--- config.mk ---
export PLATFORM = sky130hd
export DESIGN_NAME = ram_sdp_sync_read
export DESIGN_NICKNAME = d
export VERILOG_FILES = /design/src/rtl/ram_sdp_sync_read.sv
export SDC_FILE = /design/constraint.sdc
export NUM_CORES = 1
export LEC_CHECK = 0
export BUFFER_PORTS_ARGS = -buffer_cell sky130_fd_sc_hd__buf_2
export CORE_MARGIN = 2
export CORE_UTILIZATION = 30
export CTS_CLUSTER_DIAMETER = 100
export DETAILED_ROUTE_END_ITERATION = 8
export GPL_TIMING_DRIVEN = 0
export PLACE_DENSITY = 0.52
export SYNTH_ARGS = -nofsm -noshare
export SYNTH_HDL_FRONTEND = slang
export SYNTH_SLANG_ARGS = --single-unit
--- constraint.sdc ---
create_clock -name clk -period 2 [get_ports clk]
set_input_delay 0.2 -clock clk [delete_from_list [all_inputs] [get_ports clk]]
set_output_delay 0.2 -clock clk [all_outputs]
set_load 0.005 [all_outputs]
--- src/rtl/ram_sdp_sync_read.sv ---
// Simple dual-port RAM with synchronous read, power-up/clear zeroing sweep,
// selectable read-during-write behaviour and optional output pipeline stage.
module ram_sdp_sync_read #(
    parameter int DATA_WIDTH = 8,
    parameter int ADDR_WIDTH = 4,
    parameter int RDW_MODE   = 0,
    parameter int OUT_REG    = 0
) (
    input  logic                  clk,
    input  logic                  rst,
    input  logic                  clr,
    input  logic                  wr_en,
    input  logic [ADDR_WIDTH-1:0] wr_addr,
    input  logic [DATA_WIDTH-1:0] wr_data,
    input  logic                  rd_en,
    input  logic [ADDR_WIDTH-1:0] rd_addr,
    output logic [DATA_WIDTH-1:0] rd_data,
    output logic                  rd_valid,
    output logic                  init_busy
);

    localparam int DEPTH = 2 ** ADDR_WIDTH;

    typedef enum logic {
        ST_INIT,
        ST_READY
    } state_t;

    state_t                r_state;
    logic [ADDR_WIDTH-1:0] r_cnt;
    logic                  r_init_busy;

    logic [DATA_WIDTH-1:0] r_mem [DEPTH];

    logic                  r_rd_valid1;
    logic [DATA_WIDTH-1:0] r_rd_data1;

    logic                  w_ready;
    logic                  w_mem_we;
    logic [ADDR_WIDTH-1:0] w_mem_waddr;
    logic [DATA_WIDTH-1:0] w_mem_wdata;
    logic                  w_rd_fire;
    logic [DATA_WIDTH-1:0] w_rd_word;

    // The sweep owns the write port in INIT; clr in READY drops the user write.
    assign w_ready     = (r_state == ST_READY);
    assign w_mem_we    = w_ready ? (wr_en && !clr) : 1'b1;
    assign w_mem_waddr = w_ready ? wr_addr : r_cnt;
    assign w_mem_wdata = w_ready ? wr_data : '0;
    assign w_rd_fire   = w_ready && rd_en;

    assign w_rd_word = (RDW_MODE == 1 && w_ready && w_mem_we && (w_mem_waddr == rd_addr))
                     ? w_mem_wdata : r_mem[rd_addr];

    // NOTE: sequential state uses non-blocking assignments so every register
    // samples pre-edge values; this is also what makes read-old behaviour fall out.
    always_ff @(posedge clk or posedge rst) begin
        if (rst) begin
            r_state     <= ST_INIT;
            r_cnt       <= '0;
            r_init_busy <= 1'b1;
        end else begin
            case (r_state)
                ST_INIT: begin
                    r_cnt <= r_cnt + ADDR_WIDTH'(1);
                    if (r_cnt == '1) begin
                        r_state     <= ST_READY;
                        r_cnt       <= '0;
                        r_init_busy <= 1'b0;
                    end
                end
                ST_READY: begin
                    if (clr) begin
                        r_state     <= ST_INIT;
                        r_cnt       <= '0;
                        r_init_busy <= 1'b1;
                    end
                end
                default: begin
                    r_state     <= ST_INIT;
                    r_cnt       <= '0;
                    r_init_busy <= 1'b1;
                end
            endcase
        end
    end

    // NOTE: the array has no reset so it maps onto RAM macros; zeroing is the sweep's job.
    always_ff @(posedge clk) begin
        if (w_mem_we) begin
            r_mem[w_mem_waddr] <= w_mem_wdata;
        end
    end

    always_ff @(posedge clk or posedge rst) begin
        if (rst) begin
            r_rd_valid1 <= 1'b0;
            r_rd_data1  <= '0;
        end else begin
            r_rd_valid1 <= w_rd_fire;
            if (w_rd_fire) begin
                r_rd_data1 <= w_rd_word;
            end
        end
    end

    generate
        if (OUT_REG != 0) begin : g_out_reg
            logic                  r_rd_valid2;
            logic [DATA_WIDTH-1:0] r_rd_data2;

            always_ff @(posedge clk or posedge rst) begin
                if (rst) begin
                    r_rd_valid2 <= 1'b0;
                    r_rd_data2  <= '0;
                end else begin
                    r_rd_valid2 <= r_rd_valid1;
                    if (r_rd_valid1) begin
                        r_rd_data2 <= r_rd_data1;
                    end
                end
            end

            assign rd_valid = r_rd_valid2;
            assign rd_data  = r_rd_data2;
        end else begin : g_no_out_reg
            assign rd_valid = r_rd_valid1;
            assign rd_data  = r_rd_data1;
        end
    endgenerate

    assign init_busy = r_init_busy;

endmodule

==> key figures <==
STA
  • Total of endpoints with negative setup slack in the final report: 0
  • Min setup slack post-route: 17.05 ps
  • Final count of pins violating max slew: 0
  • Final-layout worst hold slack: 92.62 ps
  • RSZ-0062 raised after global routing: yes
  • Time the final worst path needs with I/O delays and setup: 1983 ps
  • Period Utilization, post-route: 0.9915
  • Worst-case headroom to the max-slew limit: 0.4871
  • Maximum clock frequency: 504.3 MHz
  • Worst Skew: 5.501 ps
  • Hold Vio Cnt, Final: 0
  • Transition time of the tightest slew-check pin: 768.5 ps

Drt
  • Drt first pass iters: 4
  • # DRC: 0
  • Via density per instance: 4.687
  • Vias: 3304
  • DRC marker count from the first detailed-route iteration: 308
  • Routed wire length: 13.28 mm
  • Wire per inst: 18.84 um
  • Routed Antenna Nets: 0

Run
  • Maximum capacitance violations: 0

Global route
  • Most crowded layer after global routing: met2
  • Met3 layer usage reported by global route: 0.03799
  • Global routing usage on met2: 0.2078
  • Initial antenna violation count: 0
  • Met1 routing resource usage after global routing: 0.1868
  • Number of global-route vias before repair: 3219
  • First-pass GRT wire length: 19.71 mm
  • Pin count of the biggest net entering global routing: 17
  • Total global routing overflow: 0
  • GR Util All Layers: 0.1339

Yosys
  • Fraction of post-synthesis cell area in the top cell type by area: 0.6587
  • Post-synthesis average cell area: 15.56 sq um
  • Warning count from the yosys run: 0
  • Gate count after technology mapping: 375
  • Number of synthesized register bits: 143
  • Async set-or-reset flop fraction in the synthesized netlist: 0.1049
  • Leading area contributor after synthesis: sky130_fd_sc_hd__edfxtp_1
  • Synthesized net count: 397
  • Predominant post-synthesis flop cell: sky130_fd_sc_hd__edfxtp_1
  • EDFF count, synth: 128
  • Top cells by area, synth: sky130_fd_sc_hd__edfxtp_1 (66%), sky130_fd_sc_hd__mux2i_1 (11%), sky130_fd_sc_hd__dfrtp_1 (6.0%), sky130_fd_sc_hd__a22oi_1 (3.1%), sky130_fd_sc_hd__nand2_1 (2.3%)
  • Cell area after technology mapping: 0.005836 sq mm
  • Sequential area share after synthesis: 0.7232
  • Post-synth cell types: 36

Clock network
  • Htree depth: 4
  • Root cell of the clock tree: sky130_fd_sc_hd__clkbuf_16
  • Total clock buffers created by CTS: 17
  • Worst skew pair latency: 410 ps
  • TritonCTS clock tree: built
  • Clock Tree Buf Depth: 2
  • Number of clock sinks: 143
  • Clock edge transition at the registers on the reported setup and hold paths: 60 ps

Place
  • Detailed Place HPWL: 8.867 mm
  • I/O Buffers: 29
  • # placed instances: 669
  • Routability congestion estimate: 0.7931
  • Worst setup slack after placement: -202.2 ps

Pwr
  • Internal portion of total power: 6475 uW
  • Pleak: 0.002582 uW
  • Clock share of power: 0.320
  • Combinational power share: 0.212
  • Power Dens Cells: 1287 mW/mm^2
  • Worst vdd ir: 696.4 uV
  • Switching portion of total power: 0.2868
  • Sequential fraction of design power: 0.468
  • Net load switching power: 2603 uW
  • Total power of the final layout: 9078 uW

Setup path
  • Count of buffer and inverter cells on the critical path: 2
  • Worst path slowest cell: sky130_fd_sc_hd__nor2_2
  • CP max stage delay: 410 ps
  • Startpoint types: flop
  • Crit path cell chain: buf_2 -> buf_2 -> o21ai_0 -> nand2_1 -> nor2_2
  • Data required, critical path: 2060 ps
  • CP most frequent cell: sky130_fd_sc_hd__buf_2
  • Number of cells traversed by the worst register-to-register path: 5
  • Crit-path leading delay family: simple AND/OR/NAND/NOR gates
  • Endpoint of the worst register-to-register path: r_mem[14][5]
  • Endpoint type of the worst setup path: flop
  • Crit-path max FO: 10
  • Arrival time at the worst endpoint: 2040 ps
  • Launch instance of the worst register-to-register path: r_state
  • Worst R2R Setup Slack: 20 ps
  • Type of the worst setup path: flop to flop

Layout
  • Total area of multi-input combinational cells: 0.001560 sq mm
  • Area growth from synthesis to layout: 20.84%
  • Sequential cell area: 0.004220 sq mm
  • Final Instance Count excl. Fillers: 705
  • Layout filler cell count: 1859
  • Leading cell types in the layout, fill and taps excluded: sky130_fd_sc_hd__edfxtp_1 (128), sky130_fd_sc_hd__mux2i_1 (66), sky130_fd_sc_hd__buf_2 (36)
  • Share of post-route cells with drive strength above 1: 0.2273
  • Leading cell type in the layout, fill and taps excluded: sky130_fd_sc_hd__edfxtp_1
  • Antenna cells: 0
  • Post-layout nets: 449

Die
  • Site Rows: 51
  • Overall die width: 143.5 um
  • Initial standard-cell utilization of the core: 0.3028
  • Die footprint: 0.02058 sq mm
  • Core area: 0.01927 sq mm
  • Vertical die dimension: 143.5 um
  • Count of boundary I/O pins: 31

Min path
  • Worst hold path class: input port to flop
  • Sink of the worst hold path: r_cnt[3]
  • Min-Delay Path Depth: 2
  • Hold wc startpoint: clr

Outcome
  • Status: finished, final reports clean
cells by family after synthesis:
kind of cell	synth area share
flip-flops	0.7232
adder cells (fa/ha/maj)	0.002144
multiplexers	0.1151
XOR/XNOR	0.001501
AND/OR/NAND/NOR	0.07954
AO/OA/AOI/OAI	0.04631
buffers and inverters	0.03216
final cells by class:
| class | instances | area share |
|---|---|---|
| Inverter | 6 | 0.003194 |
| Clock inverter | 12 | 0.01419 |
| Timing Repair Buffer | 33 | 0.03052 |
| Buffer | 20 | 0.02342 |
| Clock buffer | 20 | 0.06192 |
| Sequential cell | 143 | 0.5985 |
| Multi-Input combinational cell | 206 | 0.2213 |
| Tap cell | 265 | 0.04702 |
cell usage after synthesis (3+ instances only):
cell type and instances:
sky130_fd_sc_hd__a21oi_1 3, sky130_fd_sc_hd__a22oi_1 24, sky130_fd_sc_hd__clkbuf_2 3, sky130_fd_sc_hd__and2_1 9, sky130_fd_sc_hd__nor2_1 22, sky130_fd_sc_hd__o22ai_1 3
sky130_fd_sc_hd__edfxtp_1 128, sky130_fd_sc_hd__inv_1 6, sky130_fd_sc_hd__nand2_1 36, sky130_fd_sc_hd__buf_6 4, sky130_fd_sc_hd__dfrtp_1 14, sky130_fd_sc_hd__nand3_1 17
sky130_fd_sc_hd__mux2i_1 66, sky130_fd_sc_hd__nand4_1 8, sky130_fd_sc_hd__buf_2 7
sequential cells by signal, summed over array words and instances (netlist names):
name / cells
rd_data: 8
r_cnt: 4
r_state: 1
init_busy: 1
r_mem: 128
rd_valid: 1
power groups by stage:
stage / clock (uW) / combinational [uW] / sequential, uW
finish: 2900 / 1930 / 4250
global route: 3070 / 2120 / 4300
CTS: 2940 / 1630 / 4260
detailed placement: 0 / 1580 / 4320
global placement: 0 / 1540 / 4290
floorplan: 0 / 993 / 4270
what timing repair did:
item	CTS	global route
endpoints found under the hold margin	14	0
buffers inserted	0	3
setup endpoints to repair	160	192
pin swaps	0	4
hold buffers	1	0
resized for setup	12	27
worst max path at each step:
stage,cells after the start,endpoint,slack [ps],start
finish,5,r_mem[14][5],20,r_state
global route,5,r_mem[2][4],-150,r_state
CTS,5,r_mem[0][7],-220,r_state
detailed placement,5,r_mem[0][0],-200,r_state
global placement,4,r_mem[1][6],-190,r_state
floorplan,4,r_mem[1][0],210,r_state
stage by stage:
| stage | instance area [sq um] | setup TNS (ps) | util |
|---|---|---|---|
| after global placement | 6312 | -12020 | 0.3276 |
| after floorplan | 5836 | 0 | - |
| after CTS | 6887 | -9040 | 0.3574 |
| after detailed placement | 6312 | -17100 | 0.3276 |
| after global routing | 7052 | -8110 | 0.3659 |
| final | 7052 | 0 | 0.3659 |
metal layers:
layer  vias to the layer above  wire, um  part of all wire
li1                       1539         -                 -
met1                      1678      6341              0.48
met2                        74      6235              0.47
met3                        13       584             0.044
met4                         0       122            0.0092
met5                         -         0                 0
Note: power is estimated with default switching activity, not from simulation.
